[src/rtl/display_scan_controller_if.sv]
// Board-side bundle for the 7-segment scan controller: switch, BCD counters
// in; segment/anode drive, displayed mode and frame pulse out.
interface display_scan_controller_if;
   logic        sw_mode;
   logic [15:0] digits_A;
   logic [15:0] digits_B;
   logic [15:0] digits_C;
   logic [6:0]  segments;
   logic [7:0]  anodes;
   logic        mode_out;
   logic        frame_start;

   modport master (
      output sw_mode, digits_A, digits_B, digits_C,
      input  segments, anodes, mode_out, frame_start
   );

   modport slave (
      input  sw_mode, digits_A, digits_B, digits_C,
      output segments, anodes, mode_out, frame_start
   );
endinterface

[src/rtl/display_scan_controller.sv]
// 8-digit multiplexed 7-segment scanner with per-frame snapshots and mode debounce.
// Optional: define LEADING_ZERO_BLANK_EN to blank leading zeros in each group.
module display_scan_controller #(
   parameter int unsigned REFRESH_DIV     = 100000,
   parameter int unsigned GUARD_CYCLES    = 2,
   parameter int unsigned DEBOUNCE_CYCLES = 1000000
) (
   input logic clk,
   input logic rst,
   display_scan_controller_if.slave bus
);
   localparam int DIV_W = $clog2(REFRESH_DIV);
   localparam int DB_W  = (DEBOUNCE_CYCLES > 1) ? $clog2(DEBOUNCE_CYCLES) : 1;
   localparam logic [DIV_W-1:0] DIV_LAST = DIV_W'(REFRESH_DIV - 1);
   localparam logic [DIV_W-1:0] GUARD    = DIV_W'(GUARD_CYCLES);
   localparam logic [DB_W-1:0]  DB_LAST  = DB_W'(DEBOUNCE_CYCLES - 1);

   logic [DIV_W-1:0] div_q, div_d;
   logic [2:0]       idx_q, idx_d;
   logic [15:0]      snap_a_q, snap_b_q, snap_c_q;
   logic             mode_q;
   logic             sync1_q, sync2_q, stable_q;
   logic [DB_W-1:0]  db_cnt_q;
   logic             frame_q;
   logic [7:0]       an_q, an_d;
   logic [6:0]       seg_q, seg_d;

   logic             boundary;
   logic [15:0]      grp;
   logic [1:0]       pos;
   logic [3:0]       nib;
   logic             blank;

   assign boundary = (div_q == '0) && (idx_q == 3'd0);

   always_comb begin
      div_d = div_q + DIV_W'(1);
      idx_d = idx_q;
      if (div_q == DIV_LAST) begin
         div_d = '0;
         idx_d = idx_q + 3'd1;
      end
   end

   // Upper four slots show A (mode 0) or nothing (mode 1); lower show B or C.
   always_comb begin
      grp   = '0;
      blank = 1'b0;
      pos   = idx_q[1:0];
      unique case (1'b1)
         !mode_q &&  idx_q[2]: grp = snap_a_q;
         !mode_q && !idx_q[2]: grp = snap_b_q;
          mode_q && !idx_q[2]: grp = snap_c_q;
         default:              blank = 1'b1;
      endcase
      nib = 4'(grp >> {pos, 2'b00});
`ifdef LEADING_ZERO_BLANK_EN
      if (pos != 2'd0 && (grp >> {pos, 2'b00}) == 16'h0)
         blank = 1'b1;
`endif
   end

   always_comb begin
      an_d  = 8'hFF;
      seg_d = 7'h7F;
      if (div_q >= GUARD && !blank) begin
         an_d = ~(8'b1 << idx_q);
         case (nib)
            4'h0: seg_d = 7'b1000000;
            4'h1: seg_d = 7'b1111001;
            4'h2: seg_d = 7'b0100100;
            4'h3: seg_d = 7'b0110000;
            4'h4: seg_d = 7'b0011001;
            4'h5: seg_d = 7'b0010010;
            4'h6: seg_d = 7'b0000010;
            4'h7: seg_d = 7'b1111000;
            4'h8: seg_d = 7'b0000000;
            4'h9: seg_d = 7'b0010000;
            4'hA: seg_d = 7'b0001000;
            4'hB: seg_d = 7'b0000011;
            4'hC: seg_d = 7'b1000110;
            4'hD: seg_d = 7'b0100001;
            4'hE: seg_d = 7'b0000110;
            default: seg_d = 7'b0001110;
         endcase
      end
   end

   always_ff @(posedge clk) begin
      if (rst) begin
         div_q    <= '0;
         idx_q    <= 3'd0;
         snap_a_q <= '0;
         snap_b_q <= '0;
         snap_c_q <= '0;
         mode_q   <= 1'b0;
         sync1_q  <= 1'b0;
         sync2_q  <= 1'b0;
         stable_q <= 1'b0;
         db_cnt_q <= '0;
         frame_q  <= 1'b0;
         an_q     <= 8'hFF;
         seg_q    <= 7'h7F;
      end else begin
         div_q   <= div_d;
         idx_q   <= idx_d;
         sync1_q <= bus.sw_mode;
         sync2_q <= sync1_q;
         if (sync2_q == stable_q) begin
            db_cnt_q <= '0;
         end else if (db_cnt_q == DB_LAST) begin
            stable_q <= ~stable_q;
            db_cnt_q <= '0;
         end else begin
            db_cnt_q <= db_cnt_q + DB_W'(1);
         end
         frame_q <= boundary;
         if (boundary) begin
            snap_a_q <= bus.digits_A;
            snap_b_q <= bus.digits_B;
            snap_c_q <= bus.digits_C;
            mode_q   <= stable_q;
         end
         an_q  <= an_d;
         seg_q <= seg_d;
      end
   end

   assign bus.segments    = seg_q;
   assign bus.anodes      = an_q;
   assign bus.mode_out    = mode_q;
   assign bus.frame_start = frame_q;
endmodule
[src/flat_wrapper.sv]
// flat-port wrapper written by rule: the top's interface ports become plain ports
module display_scan_controller_flat 
#(
   parameter int unsigned REFRESH_DIV     = 100000,
   parameter int unsigned GUARD_CYCLES    = 2,
   parameter int unsigned DEBOUNCE_CYCLES = 1000000
)
  (clk, rst, bus_sw_mode, bus_digits_A, bus_digits_B, bus_digits_C, bus_segments, bus_anodes, bus_mode_out, bus_frame_start);
  display_scan_controller_if bus_i ();
  input logic clk;
  input logic rst;
  input wire logic [$bits(bus_i.sw_mode)-1:0] bus_sw_mode;
  input wire logic [$bits(bus_i.digits_A)-1:0] bus_digits_A;
  input wire logic [$bits(bus_i.digits_B)-1:0] bus_digits_B;
  input wire logic [$bits(bus_i.digits_C)-1:0] bus_digits_C;
  output wire logic [$bits(bus_i.segments)-1:0] bus_segments;
  output wire logic [$bits(bus_i.anodes)-1:0] bus_anodes;
  output wire logic [$bits(bus_i.mode_out)-1:0] bus_mode_out;
  output wire logic [$bits(bus_i.frame_start)-1:0] bus_frame_start;
  assign bus_i.sw_mode = bus_sw_mode;
  assign bus_i.digits_A = bus_digits_A;
  assign bus_i.digits_B = bus_digits_B;
  assign bus_i.digits_C = bus_digits_C;
  assign bus_segments = bus_i.segments;
  assign bus_anodes = bus_i.anodes;
  assign bus_mode_out = bus_i.mode_out;
  assign bus_frame_start = bus_i.frame_start;
  display_scan_controller #(.REFRESH_DIV(REFRESH_DIV), .GUARD_CYCLES(GUARD_CYCLES), .DEBOUNCE_CYCLES(DEBOUNCE_CYCLES)) u_core (.clk(clk), .rst(rst), .bus(bus_i));
endmodule
[config.mk]
export PLATFORM = sky130hd
export DESIGN_NAME = display_scan_controller_flat
export DESIGN_NICKNAME = d
export VERILOG_FILES = /design/src/rtl/display_scan_controller_if.sv /design/src/rtl/display_scan_controller.sv /design/src/flat_wrapper.sv
export SDC_FILE = /design/constraint.sdc
export NUM_CORES = 1
export LEC_CHECK = 0
export BUFFER_PORTS_ARGS = -buffer_cell sky130_fd_sc_hd__buf_2
export CAP_MARGIN = 10
export CORE_ASPECT_RATIO = 0.5
export CORE_UTILIZATION = 40
export CTS_CLUSTER_DIAMETER = 40
export DETAILED_ROUTE_END_ITERATION = 12
export GPL_ROUTABILITY_DRIVEN = 0
export GPL_TIMING_DRIVEN = 0
export SLEW_MARGIN = 10
export SYNTH_ARGS = -nofsm -noshare
export SYNTH_HDL_FRONTEND = slang
export SYNTH_SLANG_ARGS = --single-unit
[constraint.sdc]
create_clock -name clk -period 2.8 [get_ports clk]
set_input_delay 0.14 -clock clk [delete_from_list [all_inputs] [get_ports clk]]
set_output_delay 0.14 -clock clk [all_outputs]
set_load 0.02 [all_outputs]
-- Word level (Yosys, flattened, before mapping)
Memories as Yosys holds them, arrays and structs flattened. A register that Yosys moved wholly into a read port is not among the register bits.
Cells that the tools add are included.
- latch bits: 0
- bits in read-only memories: 112
- RAM bits: 0
- word-level logic and storage cells: 41
- output and inout port bits: 17
- memories kept: 1
- register bits after elaboration: 101
- equal/unequal tests: 3
- muxes and demuxes: 1
- bitwise logic cells: 4
- divide/modulo/power cells: 0
- order comparisons: 1
- shifts and indexed selects: 2
- reductions and logical operators: 14
- multiply operators: 0
- add/sub/neg operators: 3
- memory list (name ; depth ; width ; read ports ; clocked after Yosys merged registers in ; wr ports ; RTL line ; text):
    (no name shown) ; 16 ; 7 ; 1 ; 1 ; 0 ; display_scan_controller.sv:68 ; case (nib)
- operator list (cell ; number):
    16-bit one-hot mux with 3 select lines ; 1
    20-bit by 1-bit adder with 20-bit output, second input constant ; 1
    20-bit == test, second input constant ; 1
    17-bit by 1-bit adder with 17-bit output, second input constant ; 1
    17-bit == test, second input constant ; 1
    17-bit by 2-bit >= comparator with 1-bit output, second input constant ; 1
    17-bit logical NOT ; 1
    16-bit by 4-bit >> shifter with 4-bit output ; 1
    8-bit NOT ; 1
    1-bit by 3-bit << shifter with 8-bit output, first input constant ; 1
    3-bit OR reduction ; 2
    1-bit logical AND ; 5
    2-bit OR reduction ; 2
    3-bit by 1-bit adder with 3-bit output, second input constant ; 1
    3-bit logical NOT ; 1
    1-bit NOT ; 3
    1-bit logical NOT ; 2
    2-bit AND reduction ; 1
    1-bit == test ; 1

-- Longest topological paths before layout
Gate-level depths: netlist (run 1).
- word-level depth: 6
- gate-level depth with buffers: 12

-- Least setup slack after synthesis (run 1)
Ideal clock, no wire load.
- path type: flip-flop to flip-flop
- start: register u_core.mode_q, in the netlist u_core.bus.mode_out
- end: register u_core.seg_q[3], in the netlist u_core.bus.segments[3]
- required time: 2666 ps
- period minus slack after synthesis: 2918 ps
- slack: -118 ps
- arrival: 2784 ps
- cell stages (with the launch flop): 11
- cell sequence: dfxtp_1 > buf_2 > buf_2 > mux2_2 > a221oi_1 > o31ai_1 > inv_1 > ha_1 > inv_1 > mux4_2 > nand2b_1
- word-level cells in the longest chain between the ends: 6
- elaborated cells between the ends (all ways): 10
- those cells by class: shift: 1; mux: 1; bitwise: 1; reduce/logical: 7
- RTL lines (item ; RTL line ; text):
    start: declaration ; display_scan_controller.sv:21 ; logic mode_q;
    start signal: assignment ; display_scan_controller.sv:122 ; mode_q <= stable_q;
    parallel branches: the longest is 6 deep, another holds 16-bit one-hot mux with 3 select lines ; n/a ;
    end: declaration ; display_scan_controller.sv:26 ; logic [6:0] seg_q, seg_d;
Several ways; the timed one is not identified.
A chain may end at the register's enable or synchronous reset.

-- Worst setup path after layout (run 1)
- start: register u_core.idx_q[2]
- end: register u_core.seg_q[3], in the netlist u_core.bus.segments[3]
- word-level cells in the longest chain between the ends: 6
- elaborated cells between the ends (all ways): 10
- those cells by class: shift: 1; mux: 1; bitwise: 1; reduce/logical: 7
- RTL lines (item ; RTL line ; text):
    start: declaration ; display_scan_controller.sv:19 ; logic [2:0] idx_q, idx_d;
    start signal: assignment ; display_scan_controller.sv:106 ; idx_q <= idx_d;
    parallel branches: the longest is 6 deep, another holds 16-bit one-hot mux with 3 select lines ; n/a ;
Several ways; the timed one is not identified.

==> results of run 1 <==
## where the power goes
part / internal (mW) / switching, mW / total [mW]
Sequential: 1.62 / 0.0428 / 1.67
Combinational: 0.202 / 0.233 / 0.434
Clock: 0.871 / 0.571 / 1.44
Total: 2.70 / 0.847 / 3.54
## area by class of cell
type	instances	area (sq um)
Inverter	15	56.3
Sequential cell	108	2160
Tap cell	159	199
Fill cell	1091	5590
Multi-Input combinational cell	335	2380
Buffer	21	125
Clock inverter	7	115
Timing Repair Buffer	71	368
Clock buffer	9	225
## path summary, 6_finish.rpt
kind / endpoint / depth (start not counted)
hold / removal: u_core.snap_b_q[15] / 3
setup / recovery: u_core.bus.segments[3] / 11
hold reg to reg: u_core.sync2_q / 1
setup reg to reg: u_core.bus.segments[3] / 11
## state kept, by name (all words and copies together), names as in the netlist, 3 cells and up
signal               count
u_core.snap_c_q         16
u_core.div_q            17
u_core.snap_b_q         16
u_core.snap_a_q         16
u_core.bus.segments      7
u_core.bus.anodes        8
u_core.db_cnt_q         20
u_core.idx_q             3
## metal layers
metal  global-route usage  part of all wire
met1                0.233              0.48
met2                0.292              0.46
met3               0.0475             0.042
met4               0.0475             0.012
met5                    0                 0
## logic make-up after synthesis
group | after synthesis
compound gates | 31
xor+xnor | 33
fa+ha+maj | 16
buf+inv | 38
flops | 108
mux | 76
simple gates | 179
## synth_stat cells (all sizes together) (5+ instances only)
library cell	n
nand3	16
inv	14
buf	13
clkbuf	10
nor2	95
xnor2	14
xor2	19
nand2	24
nor4	7
o2bb2ai	8
nand4	7
mux2	5
ha	16
and4	6
mux2i	67
dfxtp	108
o21ai	8
## worst max-delay path: stages, from the launching register on
cell                       delay [ps]
sky130_fd_sc_hd__dfxtp_2          340
sky130_fd_sc_hd__buf_6            120
sky130_fd_sc_hd__nor2b_1          140
sky130_fd_sc_hd__buf_4            220
sky130_fd_sc_hd__a221oi_1         110
sky130_fd_sc_hd__or3_1            410
sky130_fd_sc_hd__o31ai_4          130
sky130_fd_sc_hd__inv_2            110
sky130_fd_sc_hd__ha_1             280
sky130_fd_sc_hd__inv_1             50
sky130_fd_sc_hd__mux4_2           430
sky130_fd_sc_hd__nand2b_1         150
## through the flow
stage	cells	util	setup TNS (ps)
floorplan	481	-	0
finish	725	0.502	0
global route	725	0.502	0
detailed placement	707	0.467	-634
global placement	707	0.467	-489
CTS	723	0.499	0
## repair_timing
item	4_1_cts	5_1_grt
buffers inserted	0	3
pin swaps	0	1
hold endpoints to repair	1	0
cloned	0	0
setup endpoints to repair	3	2
hold buffers	1	0
resized for setup	6	8
==> results.md, run 1 <==
| Result | Value | Unit |
|---|---|---|
| Number of enable flip-flop cells after synthesis | 0 | - |
| Post-route setup slack | 162 | ps |
| Initial antenna violation count | 0 | - |
| Worst skew pair latency | 350 | ps |
| CTS H-Tree Depth | 3 | - |
| Library cell occupying the most area in the post-synthesis netlist | sky130_fd_sc_hd__dfxtp_1 | - |
| Final Net Count | 628 | - |
| Synth top area share | 0.461 | - |
| DRC Markers | 0 | - |
| R2R setup slack | 160 | ps |
| Largest fanout on the critical path | 15 | - |
| Detailed placement HPWL | 7.35 | mm |
| Capturing element type of the critical path | register | - |
| Clock Tree Root | sky130_fd_sc_hd__clkbuf_16 | - |
| Final WL | 10.1 | mm |
| CTS tree | done | - |
| Average size of a mapped cell | 9.75 | sq um |
| Total nets after synthesis | 548 | - |
| Hold Vio Cnt, Final | 0 | - |
| Hold Slack | 25.5 | ps |
| Total Die Area | 12200 | sq um |
| Fin Clk Skew | 5.43 | ps |
| Crit path launch type | register | - |
| Sequential element share of the synthesized area | 0.461 | - |
| Power per cell area | 630 | nW/um^2 |
| Vias in the first global route | 3455 | - |
| Most common library cell in the layout ignoring fill and taps | sky130_fd_sc_hd__dfxtp_1 | - |
| Final setup fails | 0 | - |
| Total global routing track utilization | 0.179 | - |
| Antenna Violating Nets Remaining | 0 | - |
| Timing-limited maximum frequency | 379 | MHz |
| Final instance area | 5630 | sq um |
| Critical path type | register to register | - |
| Post-place instance area | 5230 | sq um |
| Share of cells above drive strength 1 | 0.198 | - |
| IR drop worst, VDD | 272 | uV |
| Fraction of synthesized area in multiplexers | 0.174 | - |
| Initial DRC Count | 166 | - |
| Clock buffer depth | 2 | - |
| Reg-to-reg critical path startpoint | u_core.idx_q[2] | - |
| Post-synthesis share of cell area spent on full adders, half adders and majority gates | 0.0427 | - |
| Ratio of routed vias to standard cells | 4.87 | - |
| Library cells used by synthesis | 41 | - |
| Combinational family with the most area after synthesis | simple AND/OR/NAND/NOR gates | - |
| Most frequent cells in the layout | 107 x sky130_fd_sc_hd__dfxtp_1, 95 x sky130_fd_sc_hd__nor2_1, 72 x sky130_fd_sc_hd__buf_2, 67 x sky130_fd_sc_hd__mux2i_1, 24 x sky130_fd_sc_hd__nand2_1 | - |
| Instance count of the mapped netlist | 481 | - |
| Number of buffers added by the clock tree synthesis step | 9 | - |
| Synth Flop Type | sky130_fd_sc_hd__dfxtp_1 | - |
| Vertical die dimension | 78.6 | um |
| Die width | 155 | um |
| Maximum Capacitance Violations | 0 | - |
| Simple-gate portion of the synthesized area | 0.178 | - |
| Final critical delay including setup and external delays | 2640 | ps |
| Overflow left after global routing | 0 | - |
| Number of placement rows | 27 | - |
| Initial cell density of the core | 0.418 | - |
| Area overhead of the layout relative to synthesis | 20.0 | % |
| Register bit count reported by yosys | 108 | - |
| Global-route wire length before repair | 16.7 | mm |
| Clock tree sinks | 108 | - |
| Xor/xnor share of the synthesized area | 0.0616 | - |
| Length of the first detailed-routing pass in iterations | 4 | - |
| Compound-Gate Fraction of Synth Area | 0.0475 | - |
| Warnings, synthesis | 0 | - |
| Result of the run | completed | - |
| Antenna diode count | 0 | - |
| DR WL/cell | 14.0 | um |
| Worst Path Arrival | 2850 | ps |
| Critical Path Start | u_core.idx_q[2] | - |
| Worst Max-Slew Pin Slew | 900 | ps |
| Setup slack after placement | -394 | ps |
| Total number of vias | 3534 | - |
| Clock slew seen by the registers of the worst setup and hold paths | 70 | ps |
| Standby leakage power | 2.27 | nW |
| Async set or reset register ratio after synthesis | 0 | - |
| Number of buffers added on ports | 67 | - |
| Max Slew Vio Count | 0 | - |
| Core box area | 11200 | sq um |
| Max-slew headroom at the worst pin | 0.400 | - |
| Largest net degree at the start of global routing | 20 | - |
| RSZ-0062 raised after global routing | no | - |
| Final critical-path share of the clock period | 0.942 | - |
| Syn Std Cell Area | 4690 | sq um |
| Sum of internal, switching and leakage power | 3.54 | mW |
| Data required time at the worst endpoint | 3010 | ps |
| Path class of the lowest-slack min-delay path | input port to register | - |
| Worst hold path startpoint | bus_digits_B[15] | - |
| Cell types occupying the most area after synthesis | sky130_fd_sc_hd__dfxtp_1 46%, sky130_fd_sc_hd__mux2i_1 14%, sky130_fd_sc_hd__nor2_1 7.6% | - |
| Number of top-level design ports | 68 | - |
Note: power is estimated with default switching activity, not from simulation.
==> inputs of run 2 (changes only) <==
- BUFFER_PORTS_ARGS: -buffer_cell sky130_fd_sc_hd__buf_2 -> -buffer_cell sky130_fd_sc_hd__buf_4
- clock period: 2.8 -> 3.4 ns (I/O delays scaled with it)
==> results.md, run 2 (same netlist as run 1, synthesis figures left out) <==
| Result | Value | Unit |
|---|---|---|
| Path class of the lowest-slack min-delay path | input port to register | - |
| Register ranked first by flip-flop count | u_core.db_cnt_q | - |
| Critical Path Start | u_core.idx_q[2] | - |
| Largest net degree at the start of global routing | 18 | - |
| Area overhead of the layout relative to synthesis | 21.7 | % |
| R2R setup slack | 270 | ps |
| Global-route wire length before repair | 17.1 | mm |
| Clock buffer depth | 2 | - |
| Maximum Capacitance Violations | 0 | - |
| Hold Vio Cnt, Final | 0 | - |
| Initial antenna violation count | 0 | - |
| End-of-flow core utilization | 0.509 | - |
| Final critical delay including setup and external delays | 3130 | ps |
| Hold Slack | 59.9 | ps |
| Routed wire length on met3 | 408 | um |
| Total Die Area | 12200 | sq um |
| Ratio of routed vias to standard cells | 4.78 | - |
| Clock slew seen by the registers of the worst setup and hold paths | 70 | ps |
| Setup slack after placement | -88.3 | ps |
| Worst Path Arrival | 3340 | ps |
| Count of buffers added by post-CTS timing repair for setup | 0 | - |
| Reg-to-reg critical path startpoint | u_core.idx_q[2] | - |
| Final critical-path share of the clock period | 0.921 | - |
| Worst Max-Slew Pin Slew | 808 | ps |
| Final WL | 10.4 | mm |
| Die width | 155 | um |
| Detailed placement HPWL | 7.52 | mm |
| Largest registers | u_core.db_cnt_q (20), u_core.div_q (17) | - |
| DR WL/cell | 14.4 | um |
| Result of the run | completed | - |
| RSZ-0062 raised after global routing | no | - |
| Most common library cell in the layout ignoring fill and taps | sky130_fd_sc_hd__dfxtp_1 | - |
| Number of buffers added by the clock tree synthesis step | 9 | - |
| Capturing element type of the critical path | register | - |
| Number of top-level design ports | 68 | - |
| Clock Tree Root | sky130_fd_sc_hd__clkbuf_16 | - |
| Cts hold-fix bufs | 0 | - |
| Largest fanout on the critical path | 10 | - |
| Final setup fails | 0 | - |
| Max-slew headroom at the worst pin | 0.461 | - |
| Total number of vias | 3455 | - |
| Initial DRC Count | 117 | - |
| Crit path launch type | register | - |
| Initial cell density of the core | 0.418 | - |
| Endpoint of the lowest-slack register-to-register path | u_core.bus.segments[3] | - |
| Number of buffers added on ports | 67 | - |
| Power per cell area | 492 | nW/um^2 |
| Post-route setup slack | 270 | ps |
| Number of placement rows | 27 | - |
| Flip-flop count of the largest register after layout | 20 | - |
| Antenna diode count | 0 | - |
| Wl on met1 | 5.20 | mm |
| Filler cell count | 1104 | - |
| Standby leakage power | 2.30 | nW |
| CTS H-Tree Depth | 3 | - |
| Vertical die dimension | 78.6 | um |
| CTS tree | done | - |
| R2r worst-path depth | 12 | - |
| Clock tree sinks | 108 | - |
| Placed insts | 707 | - |
| Antenna Violating Nets Remaining | 0 | - |
| Final Net Count | 626 | - |
| Vias in the first global route | 3308 | - |
| Post-route non-filler standard cell count | 723 | - |
| Share of cells above drive strength 1 | 0.190 | - |
| Worst Setup EP | u_core.bus.segments[3] | - |
| Total global routing track utilization | 0.184 | - |
| Critical path type | register to register | - |
| DRC Markers | 0 | - |
| Fin Clk Skew | 7.59 | ps |
| Worst skew pair latency | 350 | ps |
| Most frequent cells in the layout | 108 x sky130_fd_sc_hd__dfxtp_1, 95 x sky130_fd_sc_hd__nor2_1, 68 x sky130_fd_sc_hd__buf_4, 67 x sky130_fd_sc_hd__mux2i_1, 24 x sky130_fd_sc_hd__nand2_1 | - |
| IR drop worst, VDD | 242 | uV |
| Max Slew Vio Count | 0 | - |
| Metal2 WL | 4.71 | mm |
| Core box area | 11200 | sq um |
| Data required time at the worst endpoint | 3610 | ps |
| Timing-limited maximum frequency | 319 | MHz |
| Overflow left after global routing | 0 | - |
| Length of the first detailed-routing pass in iterations | 4 | - |
| Final TNS setup | 0 | ps |
| Top routing layer in use | met4 | - |
[run 2: final cells by class]
class	instances	area [sq um]	area share
buffer	23	109	0.0191
clock buffer	10	239	0.0419
clock inverter	6	63.8	0.0112
inverter	15	56.3	0.00986
multi-input combinational	335	2380	0.416
sequential	108	2160	0.379
tap	159	199	0.0348
timing repair buffer	67	503	0.0881
[run 2: repair_timing]
item                                    4_1_cts  5_1_grt
gates cloned                                  0        0
endpoints found under the setup margin        1        1
gates resized for setup                       1        1
[run 2: worst min path at each step]
stage | slack, ps | depth (start not counted) | from | to
finish | 60 | 3 | bus_digits_C[1] | u_core.snap_c_q[1]
global route | 40 | 3 | bus_digits_B[8] | u_core.snap_b_q[8]
CTS | 50 | 3 | bus_digits_C[7] | u_core.snap_c_q[7]
detailed placement | 400 | 2 | bus_sw_mode | u_core.sync1_q
global placement | 400 | 2 | bus_sw_mode | u_core.sync1_q
floorplan | 300 | 1 | bus_sw_mode | u_core.sync1_q
[run 2: layer usage]
metal  global-route usage  vias to the layer above
met3               0.0607                        4
met2                0.289                       41
met5                    0                        -
met1                0.248                     1601
li1                     -                     1809
met4               0.0327                        0
[run 2: power breakdown]
| group | internal [mW] | switching, mW |
|---|---|---|
| clock network | 0.590 | 0.466 |
| registers | 1.34 | 0.0376 |
| logic | 0.187 | 0.193 |
[run 2: critical path: stages, from the launching register on]
cell	delay [ps]
sky130_fd_sc_hd__dfxtp_1	340
sky130_fd_sc_hd__buf_2	230
sky130_fd_sc_hd__nor2b_1	160
sky130_fd_sc_hd__clkbuf_1	250
sky130_fd_sc_hd__buf_2	260
sky130_fd_sc_hd__a221oi_1	110
sky130_fd_sc_hd__or3_1	400
sky130_fd_sc_hd__o31ai_4	130
sky130_fd_sc_hd__inv_1	170
sky130_fd_sc_hd__ha_1	310
sky130_fd_sc_hd__inv_1	50
sky130_fd_sc_hd__mux4_2	430
sky130_fd_sc_hd__nand2b_1	140
[run 2: stage by stage]
step	power (mW)	cell area, sq um
after CTS	2.85	5700
after global routing	2.94	5710
after global placement	1.78	5390
after floorplan	1.65	4690
after detailed placement	1.79	5390
final	2.81	5710
